File: config.mk
export PLATFORM = sky130hd
export DESIGN_NAME = freq_acq_ctrl
export DESIGN_NICKNAME = d
export VERILOG_FILES = /design/src/rtl/freq_acq_ctrl.sv
export SDC_FILE = /design/constraint.sdc
export NUM_CORES = 1
export LEC_CHECK = 0
export ABC_AREA = 1
export CAP_MARGIN = 15
export CORE_MARGIN = 8
export CORE_UTILIZATION = 40
export DETAILED_ROUTE_END_ITERATION = 8
export SLEW_MARGIN = 15
export SYNTH_ARGS = -nofsm -noshare
export SYNTH_HDL_FRONTEND = slang
export SYNTH_SLANG_ARGS = --single-unit
File: constraint.sdc
create_clock -name refClk -period 4.53 [get_ports refClk]
set_input_delay 0.906 -clock refClk [delete_from_list [all_inputs] [get_ports refClk]]
set_output_delay 0.906 -clock refClk [all_outputs]
set_load 0.01 [all_outputs]
File: src/rtl/freq_acq_ctrl.sv
// Frequency-acquisition controller: counts comparator pulses over fixed windows and
// binary-searches the DCO coarse code, flagging acqDone after repeated in-band windows.
module freq_acq_ctrl #(
  parameter int unsigned CODE_W     = 8,
  parameter int unsigned INIT_CODE  = 128,
  parameter int unsigned INIT_STEP  = 32,
  parameter int unsigned SETTLE_CYC = 16,
  parameter int unsigned WIN_CYC    = 32,
  parameter int unsigned HYST       = 2,
  parameter int unsigned LOCK_WINS  = 4
) (
  input  logic              refClk,
  input  logic              reset,
  input  logic              enable,
  input  logic              freqInc,
  input  logic              freqDec,
  output logic              cmpEnable,
  output logic [CODE_W-1:0] dcoCode,
  output logic              acqDone
);

  localparam int unsigned CNT_W   = $clog2(WIN_CYC + 1);
  localparam int unsigned CYC_MAX = (SETTLE_CYC > WIN_CYC) ? SETTLE_CYC : WIN_CYC;
  localparam int unsigned CYC_W   = $clog2(CYC_MAX + 1);
  localparam int unsigned LOCK_W  = $clog2(LOCK_WINS + 1);

  typedef enum logic [1:0] {IDLE, SETTLE, SAMPLE, DECIDE} state_t;
  typedef enum logic [1:0] {DIR_NONE, DIR_UP, DIR_DN} dir_t;

  state_t            state, state_nxt;
  dir_t              prev_dir, prev_nxt, dir_new;
  logic [CYC_W-1:0]  cyc_cnt, cyc_nxt;
  logic [CNT_W-1:0]  inc_cnt, inc_nxt, dec_cnt, dec_nxt;
  logic [CODE_W-1:0] step, step_nxt, step_half, step_eff, code_nxt, code_adj;
  logic [CODE_W:0]   up_sum;
  logic [LOCK_W-1:0] inband_cnt, inband_nxt, inband_inc;
  logic              done_nxt, cmp_nxt, win_up, win_dn;

  // State and datapath registers
  always_ff @(posedge refClk) begin
    if (reset) begin
      state      <= IDLE;
      prev_dir   <= DIR_NONE;
      cyc_cnt    <= '0;
      inc_cnt    <= '0;
      dec_cnt    <= '0;
      step       <= CODE_W'(INIT_STEP);
      inband_cnt <= '0;
      dcoCode    <= CODE_W'(INIT_CODE);
      acqDone    <= 1'b0;
      cmpEnable  <= 1'b0;
    end else begin
      state      <= state_nxt;
      prev_dir   <= prev_nxt;
      cyc_cnt    <= cyc_nxt;
      inc_cnt    <= inc_nxt;
      dec_cnt    <= dec_nxt;
      step       <= step_nxt;
      inband_cnt <= inband_nxt;
      dcoCode    <= code_nxt;
      acqDone    <= done_nxt;
      cmpEnable  <= cmp_nxt;
    end
  end

  // Next-state and window decision
  always_comb begin
    state_nxt  = state;
    prev_nxt   = prev_dir;
    cyc_nxt    = cyc_cnt;
    inc_nxt    = inc_cnt;
    dec_nxt    = dec_cnt;
    step_nxt   = step;
    inband_nxt = inband_cnt;
    code_nxt   = dcoCode;
    done_nxt   = acqDone;

    win_up  = 32'(inc_cnt) > 32'(dec_cnt) + HYST;
    win_dn  = 32'(dec_cnt) > 32'(inc_cnt) + HYST;
    dir_new = win_up ? DIR_UP : DIR_DN;

    // A lost lock drops to unit steps; otherwise halve on each reversal
    step_half = (step > CODE_W'(1)) ? (step >> 1) : CODE_W'(1);
    if (acqDone)
      step_eff = CODE_W'(1);
    else if (prev_dir != DIR_NONE && prev_dir != dir_new)
      step_eff = step_half;
    else
      step_eff = step;

    up_sum = {1'b0, dcoCode} + {1'b0, step_eff};
    if (win_up)
      code_adj = up_sum[CODE_W] ? {CODE_W{1'b1}} : up_sum[CODE_W-1:0];
    else
      code_adj = (step_eff > dcoCode) ? '0 : dcoCode - step_eff;

    inband_inc = (inband_cnt == LOCK_W'(LOCK_WINS)) ? inband_cnt : inband_cnt + LOCK_W'(1);

    case (state)
      IDLE: begin
        step_nxt   = CODE_W'(INIT_STEP);
        prev_nxt   = DIR_NONE;
        inband_nxt = '0;
        done_nxt   = 1'b0;
        cyc_nxt    = '0;
        inc_nxt    = '0;
        dec_nxt    = '0;
        if (enable) state_nxt = SETTLE;
      end
      SETTLE: begin
        if (cyc_cnt == CYC_W'(SETTLE_CYC - 1)) begin
          state_nxt = SAMPLE;
          cyc_nxt   = '0;
          inc_nxt   = '0;
          dec_nxt   = '0;
        end else begin
          cyc_nxt = cyc_cnt + CYC_W'(1);
        end
      end
      SAMPLE: begin
        if (freqInc && !freqDec) inc_nxt = inc_cnt + CNT_W'(1);
        if (freqDec && !freqInc) dec_nxt = dec_cnt + CNT_W'(1);
        if (cyc_cnt == CYC_W'(WIN_CYC - 1)) begin
          state_nxt = DECIDE;
          cyc_nxt   = '0;
        end else begin
          cyc_nxt = cyc_cnt + CYC_W'(1);
        end
      end
      DECIDE: begin
        state_nxt = SETTLE;
        cyc_nxt   = '0;
        if (win_up || win_dn) begin
          step_nxt   = step_eff;
          code_nxt   = code_adj;
          prev_nxt   = dir_new;
          inband_nxt = '0;
          done_nxt   = 1'b0;
        end else begin
          inband_nxt = inband_inc;
          if (inband_inc == LOCK_W'(LOCK_WINS)) done_nxt = 1'b1;
        end
      end
      default: state_nxt = IDLE;
    endcase

    // Disable aborts any state, holding the code and clearing acquisition progress
    if (!enable) begin
      state_nxt  = IDLE;
      cyc_nxt    = '0;
      inc_nxt    = '0;
      dec_nxt    = '0;
      code_nxt   = dcoCode;
      step_nxt   = CODE_W'(INIT_STEP);
      prev_nxt   = DIR_NONE;
      inband_nxt = '0;
      done_nxt   = 1'b0;
    end

    cmp_nxt = (state_nxt != IDLE);
  end

endmodule

==> results by group <==
STA
  – Final setup viols: 0
  – Final Hold Viols: 0
  – Crit share post-route: 84.3%
  – Setup Skew: 0.0110 ns
  – Worst Tran Pin Value: 0.626 ns
  – RSZ-0062 raised after global routing: false
  – Setup_tns: 0 ns
  – Achievable frequency: roughly 0.26 GHz
  – Final Slew Violations: 0
  – Fin crit period: 3.82 ns
  – Slew margin rel.: between 50% and 60%
  – Final worst slack: 0.710 ns

Setup path
  – WP data required: between 4 and 5 ns
  – Critical Path Max Stage Delay: 0.42 ns
  – Worst setup EP type: register
  – CP most frequent cell: nand2_1
  – CP startpoint kind: register
  – WS Path Type: register to register
  – Reg2reg path depth: 25
  – Slowest CP cell: dfxtp_1
  – Crit Path Max Fanout: 8
  – Register-to-register path setup slack: 0.71 ns
  – Arr. time, crit path: a little over 4 ns

Floorplan
  – IO Count: 15
  – Chip width: 108 um
  – Core area: 8260 sq um
  – Initial core utilization: between 40% and 50%
  – Die ar.: 11,800 sq um
  – Die Y: 108 um
  – Site Rows: 33

Logic synthesis
  – Post-synth EDFFs: 0
  – Main flop type after synthesis: dfxtp_1
  – Asr flop ratio synth: 0%
  – Yosys top cell by area: dfxtp_1
  – Synth Net Count: ~540
  – Synth area leaders: dfxtp_1, ha_1, nand2_1
  – Syn Area/Cell: 6.91 sq um
  – FF+latch count, synth: 43
  – Post-Syn Instances: between 400 and 500
  – Register area share after synthesis: 25.2%
  – Yosys warns: 0
  – Synth cell types: 40
  – Post-Syn Area: ~3400 sq um
  – Yosys top cell area share: about 25%

Cells and area
  – Nets: between 500 and 600
  – Fill cells: 858
  – Layout Cell Area excl Fill: 3770 sq um
  – Area used by multi-input combinational logic: 2230 sq um
  – Sequential cell area: roughly 860 sq um
  – Most frequent cells in the layout: nand2_1, inv_1, nand3_1
  – Leading cell type in the layout, fill and taps excluded: nand2_1
  – Synth-to-layout area growth: 10.3%
  – Share of cells above drive strength 1: 8.41%
  – Antenna diodes: 0

Clock tree
  – TritonCTS Buffers: 5
  – Clock sinks: between 40 and 50
  – Worst skew pair latency: 0.31 ns
  – Post-cts hold buffer count: 0
  – Post-cts repair resize count: 0
  – Setup bufs post-CTS: 0
  – Max Root-Sink Buffers: 2
  – H-tree depth: 2
  – CTS tree: built
  – Root Buffer: clkbuf_8
  – Clock Pin Slew Worst Setup and Hold Paths: ~0.090 ns

Drt
  – Vias: approximately 3,100
  – DR pass1 iterations: 4
  – Antenna Nets Post-Route: 0
  – Vias/cell: 5.10
  – DR iter-0 viols: 219
  – Drt total wl: 7.66 mm
  – DRC: 0
  – Routed WL per cell: 12.4 um

Placed design
  – RD Place Congestion: 0.870
  – Post-place setup slack: 0.757 ns
  – Port buffer count: 14
  – Hpwl dp: 6.06 mm
  – Placed cell areas: 3650 sq um

Global route
  – GRT overflow: 0
  – Tot GR Track Use: 13.7%
  – First-pass GRT wire length: approximately 13 mm
  – Largest net degree at the start of global routing: 19
  – Number of global-route vias before repair: approximately 3,000
  – Antenna violations before repair: 0

Flow run
  – Max-Cap Viols: 0

Hold path
  – HP Class: register to register
  – Worst Hold Path Cells: 1

Pwr
  – Peak VDD IR: 0.0978 mV
  – Power density cells: 207 nW/um^2
  – Pleak: between 1.5 and 2 nW

Run status
  – Outcome: completed
[Yosys cell counts (all sizes together) (2+ instances only)]
cell      n
a211oi    5
a21oi    40
a31oi     2
buf       3
clkbuf    3
dfxtp    43
fa        2
ha       41
inv      77
nand2   114
nand3    55
nand3b    2
nand4     9
nor2     43
nor3      4
o21ai    25
o21bai    2
o31ai     3
or2       6
xnor2     5
xor2      7
[state kept, by name (all words and copies together) (netlist names)]
signal      cells
dcoCode         8
step            8
cyc_cnt         6
dec_cnt         6
inc_cnt         6
inband_cnt      3
prev_dir        2
state           2
acqDone         1
cmpEnable       1
[layout make-up]
cell class,count,area share [%]
Multi-Input combinational cell,369,59.2
Clock inverter,2,0.929
Tap cell,105,3.48
Clock buffer,6,2.19
Timing Repair Buffer,14,3.71
Inverter,77,7.66
Sequential cell,43,22.8
[cell families (layout without fill, tap and decap cells)]
logic type	after synthesis	after routing	share of synthesized area [%]
buffers and inverters	83	99	9.51
AND/OR/NAND/NOR	234	234	33.0
XOR/XNOR	12	12	3.07
adder cells (fa/ha/maj)	43	43	16.2
flip-flops	43	43	25.2
AO/OA/AOI/OAI	80	80	13.1
[metrics by stage]
| step | total power, mW | hold slack (ns) | util (%) | std cells |
|---|---|---|---|---|
| after floorplan | 0.447 | 0.418 | - | 495 |
| after global placement | 0.467 | 0.430 | 44.3 | 608 |
| after detailed placement | 0.468 | 0.455 | 44.3 | 608 |
| after CTS | 0.794 | 0.470 | 45.7 | 616 |
| after global routing | 0.818 | 0.506 | 45.7 | 616 |
| final | 0.783 | 0.459 | 45.7 | 616 |
[report_power, final]
| part | leakage, nW | total (mW) | switching, mW | internal, mW |
|---|---|---|---|---|
| combinational | 1.39 | 0.0737 | 0.0497 | 0.0240 |
| sequential | 0.347 | 0.385 | 0.00358 | 0.381 |
| clock | 0.0612 | 0.324 | 0.145 | 0.179 |
| total | 1.80 | 0.783 | 0.198 | 0.584 |
[routing by layer]
metal  global-route usage [%]  vias to the layer above  wire length (um)
met5                        0                        -                 0
met3                     2.62                       10               295
met4                     4.50                        0               116
met1                     17.8                     1425              3800
li1                         -                     1645                 -
met2                     22.4                       61              3450
[path summary, 6_finish.rpt]
path,start,end
max,dec_cnt[2],dcoCode[6]
min,cyc_cnt[0],cyc_cnt[0]
max reg2reg,dec_cnt[2],dcoCode[6]
min reg2reg,cyc_cnt[0],cyc_cnt[0]
[worst max-delay path, delay by kind of cell, from the launching register on]
kind | cells | cell delay [ns]
adder cells (fa/ha/maj) | 3 | 0.91
AND/OR/NAND/NOR | 16 | 1.51
buffers and inverters | 3 | 0.41
XOR/XNOR | 1 | 0.17
flip-flops | 1 | 0.42
AO/OA/AOI/OAI | 2 | 0.28
No activity file was read; power rests on OpenSTA's default activity.
